==> config.mk <==
export PLATFORM = sky130hd
export DESIGN_NAME = mem_access_ctrl
export DESIGN_NICKNAME = d
export VERILOG_FILES = /design/src/rtl/mem_access_ctrl.sv
export SDC_FILE = /design/constraint.sdc
export NUM_CORES = 1
export LEC_CHECK = 0
export ABC_AREA = 0
export CAP_MARGIN = 20
export CORE_MARGIN = 5
export CORE_UTILIZATION = 40
export CTS_CLUSTER_DIAMETER = 100
export DETAILED_ROUTE_END_ITERATION = 10
export PLACE_DENSITY_LB_ADDON = 0.08
export SLEW_MARGIN = 20
export SYNTH_ARGS = -nofsm -noshare
export SYNTH_HDL_FRONTEND = slang
export SYNTH_SLANG_ARGS = --single-unit
==> constraint.sdc <==
create_clock -name CLK -period 3.1 [get_ports CLK]
set_input_delay 0.62 -clock CLK [delete_from_list [all_inputs] [get_ports CLK]]
set_output_delay 0.62 -clock CLK [all_outputs]
set_load 0.005 [all_outputs]
==> src/rtl/mem_access_ctrl.sv <==
// mem_access_ctrl: MEM-stage load/store initiator for a data memory that samples MemRd on
// negedge and MemWr on posedge. Strobes are registered and held for exactly one cycle.
// Optional load/store counters are enabled by defining MEM_ACCESS_PERF_CNT_EN.
module mem_access_ctrl #(
  parameter int unsigned ADDR_W    = 16,
  parameter int unsigned DATA_W    = 16,
  parameter int unsigned MEM_DEPTH = 65536
) (
  input  logic              CLK,
  input  logic              RST_n,
  input  logic              req_valid,
  output logic              req_ready,
  input  logic              req_wr,
  input  logic [ADDR_W-1:0] req_addr,
  input  logic [DATA_W-1:0] req_wdata,
  output logic              resp_valid,
  input  logic              resp_ready,
  output logic [DATA_W-1:0] resp_data,
  output logic              resp_err,
  output logic              st_ack,
  output logic              stall,
  output logic [ADDR_W-1:0] mem_addr,
  output logic [DATA_W-1:0] mem_wdata,
  output logic              mem_rd,
  output logic              mem_wr,
  input  logic [DATA_W-1:0] mem_rdata,
  output logic [15:0]       load_cnt,
  output logic [15:0]       store_cnt
);

  typedef enum logic [1:0] {StIdle, StAccess, StResp} state_e;

  state_e state_q, state_d;

  logic              accept;
  logic              in_range;
  logic              wr_q;
  logic              fault_q;
  logic              mem_rd_q, mem_wr_q;
  logic [ADDR_W-1:0] mem_addr_q;
  logic [DATA_W-1:0] mem_wdata_q;
  logic              resp_valid_q, resp_err_q, st_ack_q;
  logic [DATA_W-1:0] resp_data_q;

  // Widened compare so the default depth (2**ADDR_W) never truncates.
  assign in_range = 64'(req_addr) < 64'(MEM_DEPTH);
  assign accept   = req_valid & req_ready;

  // State register
  always_ff @(posedge CLK or negedge RST_n) begin
    if (!RST_n) state_q <= StIdle;
    else        state_q <= state_d;
  end

  // Next-state logic: ACCESS always lasts one cycle; loads wait in RESP for the consumer
  always_comb begin
    state_d = state_q;
    unique case (state_q)
      StIdle:   if (accept) state_d = StAccess;
      StAccess: state_d = wr_q ? StIdle : StResp;
      StResp:   if (resp_ready) state_d = StIdle;
      default:  state_d = StIdle;
    endcase
  end

  // Handshake outputs decoded from state
  always_comb begin
    req_ready = (state_q == StIdle);
    stall     = ~req_ready;
  end

  // Datapath: memory strobes, response capture and store ack
  always_ff @(posedge CLK or negedge RST_n) begin
    if (!RST_n) begin
      wr_q         <= 1'b0;
      fault_q      <= 1'b0;
      mem_rd_q     <= 1'b0;
      mem_wr_q     <= 1'b0;
      mem_addr_q   <= '0;
      mem_wdata_q  <= '0;
      resp_valid_q <= 1'b0;
      resp_err_q   <= 1'b0;
      resp_data_q  <= '0;
      st_ack_q     <= 1'b0;
    end else begin
      st_ack_q <= 1'b0;
      unique case (state_q)
        StIdle: begin
          // Drops a store's one-cycle error flag along with its ack
          resp_err_q <= 1'b0;
          if (accept) begin
            wr_q    <= req_wr;
            fault_q <= ~in_range;
            if (in_range) begin
              mem_addr_q  <= req_addr;
              mem_wdata_q <= req_wdata;
              mem_rd_q    <= ~req_wr;
              mem_wr_q    <= req_wr;
            end
          end
        end
        StAccess: begin
          mem_rd_q   <= 1'b0;
          mem_wr_q   <= 1'b0;
          resp_err_q <= fault_q;
          if (wr_q) begin
            st_ack_q <= 1'b1;
          end else begin
            resp_valid_q <= 1'b1;
            resp_data_q  <= fault_q ? '0 : mem_rdata;
          end
        end
        StResp: begin
          if (resp_ready) begin
            resp_valid_q <= 1'b0;
            resp_err_q   <= 1'b0;
          end
        end
        default: ;
      endcase
    end
  end

  assign mem_rd     = mem_rd_q;
  assign mem_wr     = mem_wr_q;
  assign mem_addr   = mem_addr_q;
  assign mem_wdata  = mem_wdata_q;
  assign resp_valid = resp_valid_q;
  assign resp_err   = resp_err_q;
  assign resp_data  = resp_data_q;
  assign st_ack     = st_ack_q;

`ifdef MEM_ACCESS_PERF_CNT_EN
  logic [15:0] load_cnt_q, store_cnt_q;

  // Saturating completion counters, bumped as ACCESS retires (faulted accesses included)
  always_ff @(posedge CLK or negedge RST_n) begin
    if (!RST_n) begin
      load_cnt_q  <= '0;
      store_cnt_q <= '0;
    end else if (state_q == StAccess) begin
      if (wr_q && store_cnt_q != 16'hFFFF) store_cnt_q <= store_cnt_q + 16'd1;
      if (!wr_q && load_cnt_q != 16'hFFFF) load_cnt_q <= load_cnt_q + 16'd1;
    end
  end

  assign load_cnt  = load_cnt_q;
  assign store_cnt = store_cnt_q;
`else
  assign load_cnt  = 16'h0000;
  assign store_cnt = 16'h0000;
`endif

endmodule

==> results_dict.tcl <==
set metrics [dict create \
    slew_violations 0 \
    hpwl_mm 3.690 \
    multi_input_area_sq_um 805.8 \
    num-fill-cells 504 \
    design_area_sq_um 3440 \
    antenna_cells 0 \
    post_dp_cell_area_sq_um 3358 \
    die_x_um 87.15 \
    cp_slowest_cell "dfrtp_1" \
    numPortBuffers 106 \
    async_reset_ff_frac 1.000 \
    fin_setup_tns_ns 0 \
    cts.sinks 55 \
    vias_per_cell 4.409 \
    clk_pin_slew_worst_paths_ns 0.09 \
    syn_inst 160 \
    finalCriticalPeriod_ns 2.335 \
    met2_length_mm 2.086 \
    place_congestion 0.6741 \
    max_freq_mhz 428.3 \
    final_util 0.5879 \
    power.leakage_nw 1.474 \
    wl_met3_um 697 \
    vias 1521 \
    cp-end-kind "output port" \
    maxCapViolCount 0 \
    min_path_type "input port to async pin" \
    arrival_ns 1.72 \
    track_usage 0.1292 \
    setup_viol 0 \
    slew-limit-headroom 0.4521 \
    drt-pass1-iter-count 3 \
    rsz0062_at_grt "no" \
    cts_root_buffer "clkbuf_8" \
    fp.dieH_um 87.15 \
    synth_edf_count 0 \
    hold_viol 0 \
    status "completed" \
    dp.cells 337 \
    postSynthAreaPerCell_sq_um 14.88 \
    power_density_nw_per_um2 902.8 \
    seqCellArea_sq_um 1376 \
    grt_first_pass_wirelength_mm 7.596 \
    start_util 0.4070 \
    wl_per_cell_um 14.26 \
    rows 28 \
    yosysSeqAreaShare 0.5780 \
    path_class "register to output port" \
    area_growth_pct 44.46 \
    r2r_slack_ns 1.31 \
    drt-met1-wl_mm 2.082 \
    cp_max_fo 10 \
    io_pins 140 \
    crit_path_start_kind "register" \
    post_cts_buffers 0 \
    slowest_delay_ns 0.52 \
    finalClockSkew_ns 0.005855 \
    path_buf_inv 2 \
    final_nets 322 \
    synth_seq_cells 55 \
    cts_tree "built" \
    fp.coreArea_sq_um 5851 \
    drt_iter0_markers 35 \
    synth_area_sq_um 2381 \
    die_area_sq_um 7595 \
    clk_latency_ns 0.30 \
    worst_slew_pin_slew_ns 0.8210 \
    cts_buffers 5 \
    routed_wl_mm 4.918 \
    finalNonFillerCells 345 \
    grt_max_degree 36 \
    ir_drop_mv 0.4712 \
    critPathRequiredTime_ns 2.48 \
    ant_nets 0 \
    fin_crit_sh 0.7533 \
    gr-total-overflow 0 \
    htreeDepth 2 \
    yosysWarnings 0 \
    crit_family "buffers and inverters" \
    crit_chain "or2_2 -> inv_1 -> clkdlybuf4s50_1" \
    cts_resized 0 \
    reg2reg_from "state_q[0]$_DFFE_PN0P_" \
    reg2reg_depth 2 \
    drc_errors 0 \
    synth-main-ff-cell "dfrtp_1" \
    drive_gt1_frac 0.2259 \
    cts_hold_buf 0 \
    grt_pass1_vias 1510 \
    reg2reg_to "resp_data[15]$_DFFE_PN0P_" \
    clk_path_buf_depth 2 \
    ys_types 20 \
    antenna_found_initial 0 \
    top_layer_used "met4" \
]
registers in the layout (all words and copies together) (netlist names):
register / count
state_q: 2
mem_wdata: 16
mem_wr: 1
resp_data: 16
mem_addr: 16
wr_q: 1
resp_valid: 1
st_ack: 1
mem_rd: 1
power by group:
group / switching, W / total, W / internal (W)
combinational: 0.000411 / 0.00144 / 0.00103
clock: 0.000224 / 0.000383 / 0.000159
sequential: 0.000210 / 0.00129 / 0.00108
how the worst max path moves through the flow:
stage,end,startpoint,depth (start not counted)
after global routing,req_ready,state_q[1]$_DFFE_PN0P_,3
final,req_ready,state_q[1]$_DFFE_PN0P_,3
after CTS,req_ready,state_q[1]$_DFFE_PN0P_,3
after detailed placement,mem_wdata[13]$_DFFE_PN0P_,req_valid,4
after floorplan,mem_addr[0]$_DFFE_PN0P_,req_valid,3
after global placement,mem_addr[3]$_DFFE_PN0P_,req_valid,4
final cells by class:
cell class | count | area share
Timing Repair Buffer | 109 | 0.3136
Tap cell | 75 | 0.02728
Sequential cell | 55 | 0.4001
Multi-Input combinational cell | 97 | 0.2343
Inverter | 1 | 0.001091
Clock buffer | 7 | 0.02219
Clock inverter | 1 | 0.001455
metrics by stage:
step	hold slack (ns)	power [W]	setup slack, ns
after floorplan	0.3244	0.001930	1.490
after global placement	0.4728	0.002748	1.018
after detailed placement	0.4817	0.002763	0.9867
after CTS	0.2654	0.003163	0.7319
after global routing	0.2888	0.003327	0.6617
final	0.2566	0.003105	0.7649
cell families (layout without fill, tap and decap cells):
family	Yosys count	count (layout)	share of synthesized area
simple gates	11	11	0.03994
other cells	1	33	0.001575
mux	49	49	0.2317
buf+inv	40	118	0.1340
flops	55	55	0.5780
compound gates	4	4	0.01472
metal layers:
metal / vias to the layer above / global-route usage
li1: 697 / -
met1: 729 / 0.1813
met2: 90 / 0.1760
met3: 5 / 0.06339
met4: 0 / 0.03766
met5: - / 0
cell usage after synthesis (2+ instances only):
master	instances	share of area
buf_4	33	0.10
dfrtp_1	55	0.58
mux2_2	47	0.22
mux2_1	2	0.0095
nor3b_4	2	0.016
or2_2	2	0.0053
buf_6	6	0.028
placed cells by master, fill, tap and decap left out, types with 2 or more instances in the layout:
master and count:
mux2_2 47, nor3b_4 2, or2_2 2, conb_1 33, clkbuf_8 5, mux2_1 2, clkdlybuf4s50_1 105, clkbuf_1 2
dfrtp_1 55, buf_4 3
No activity file was read; power rests on OpenSTA's default activity.
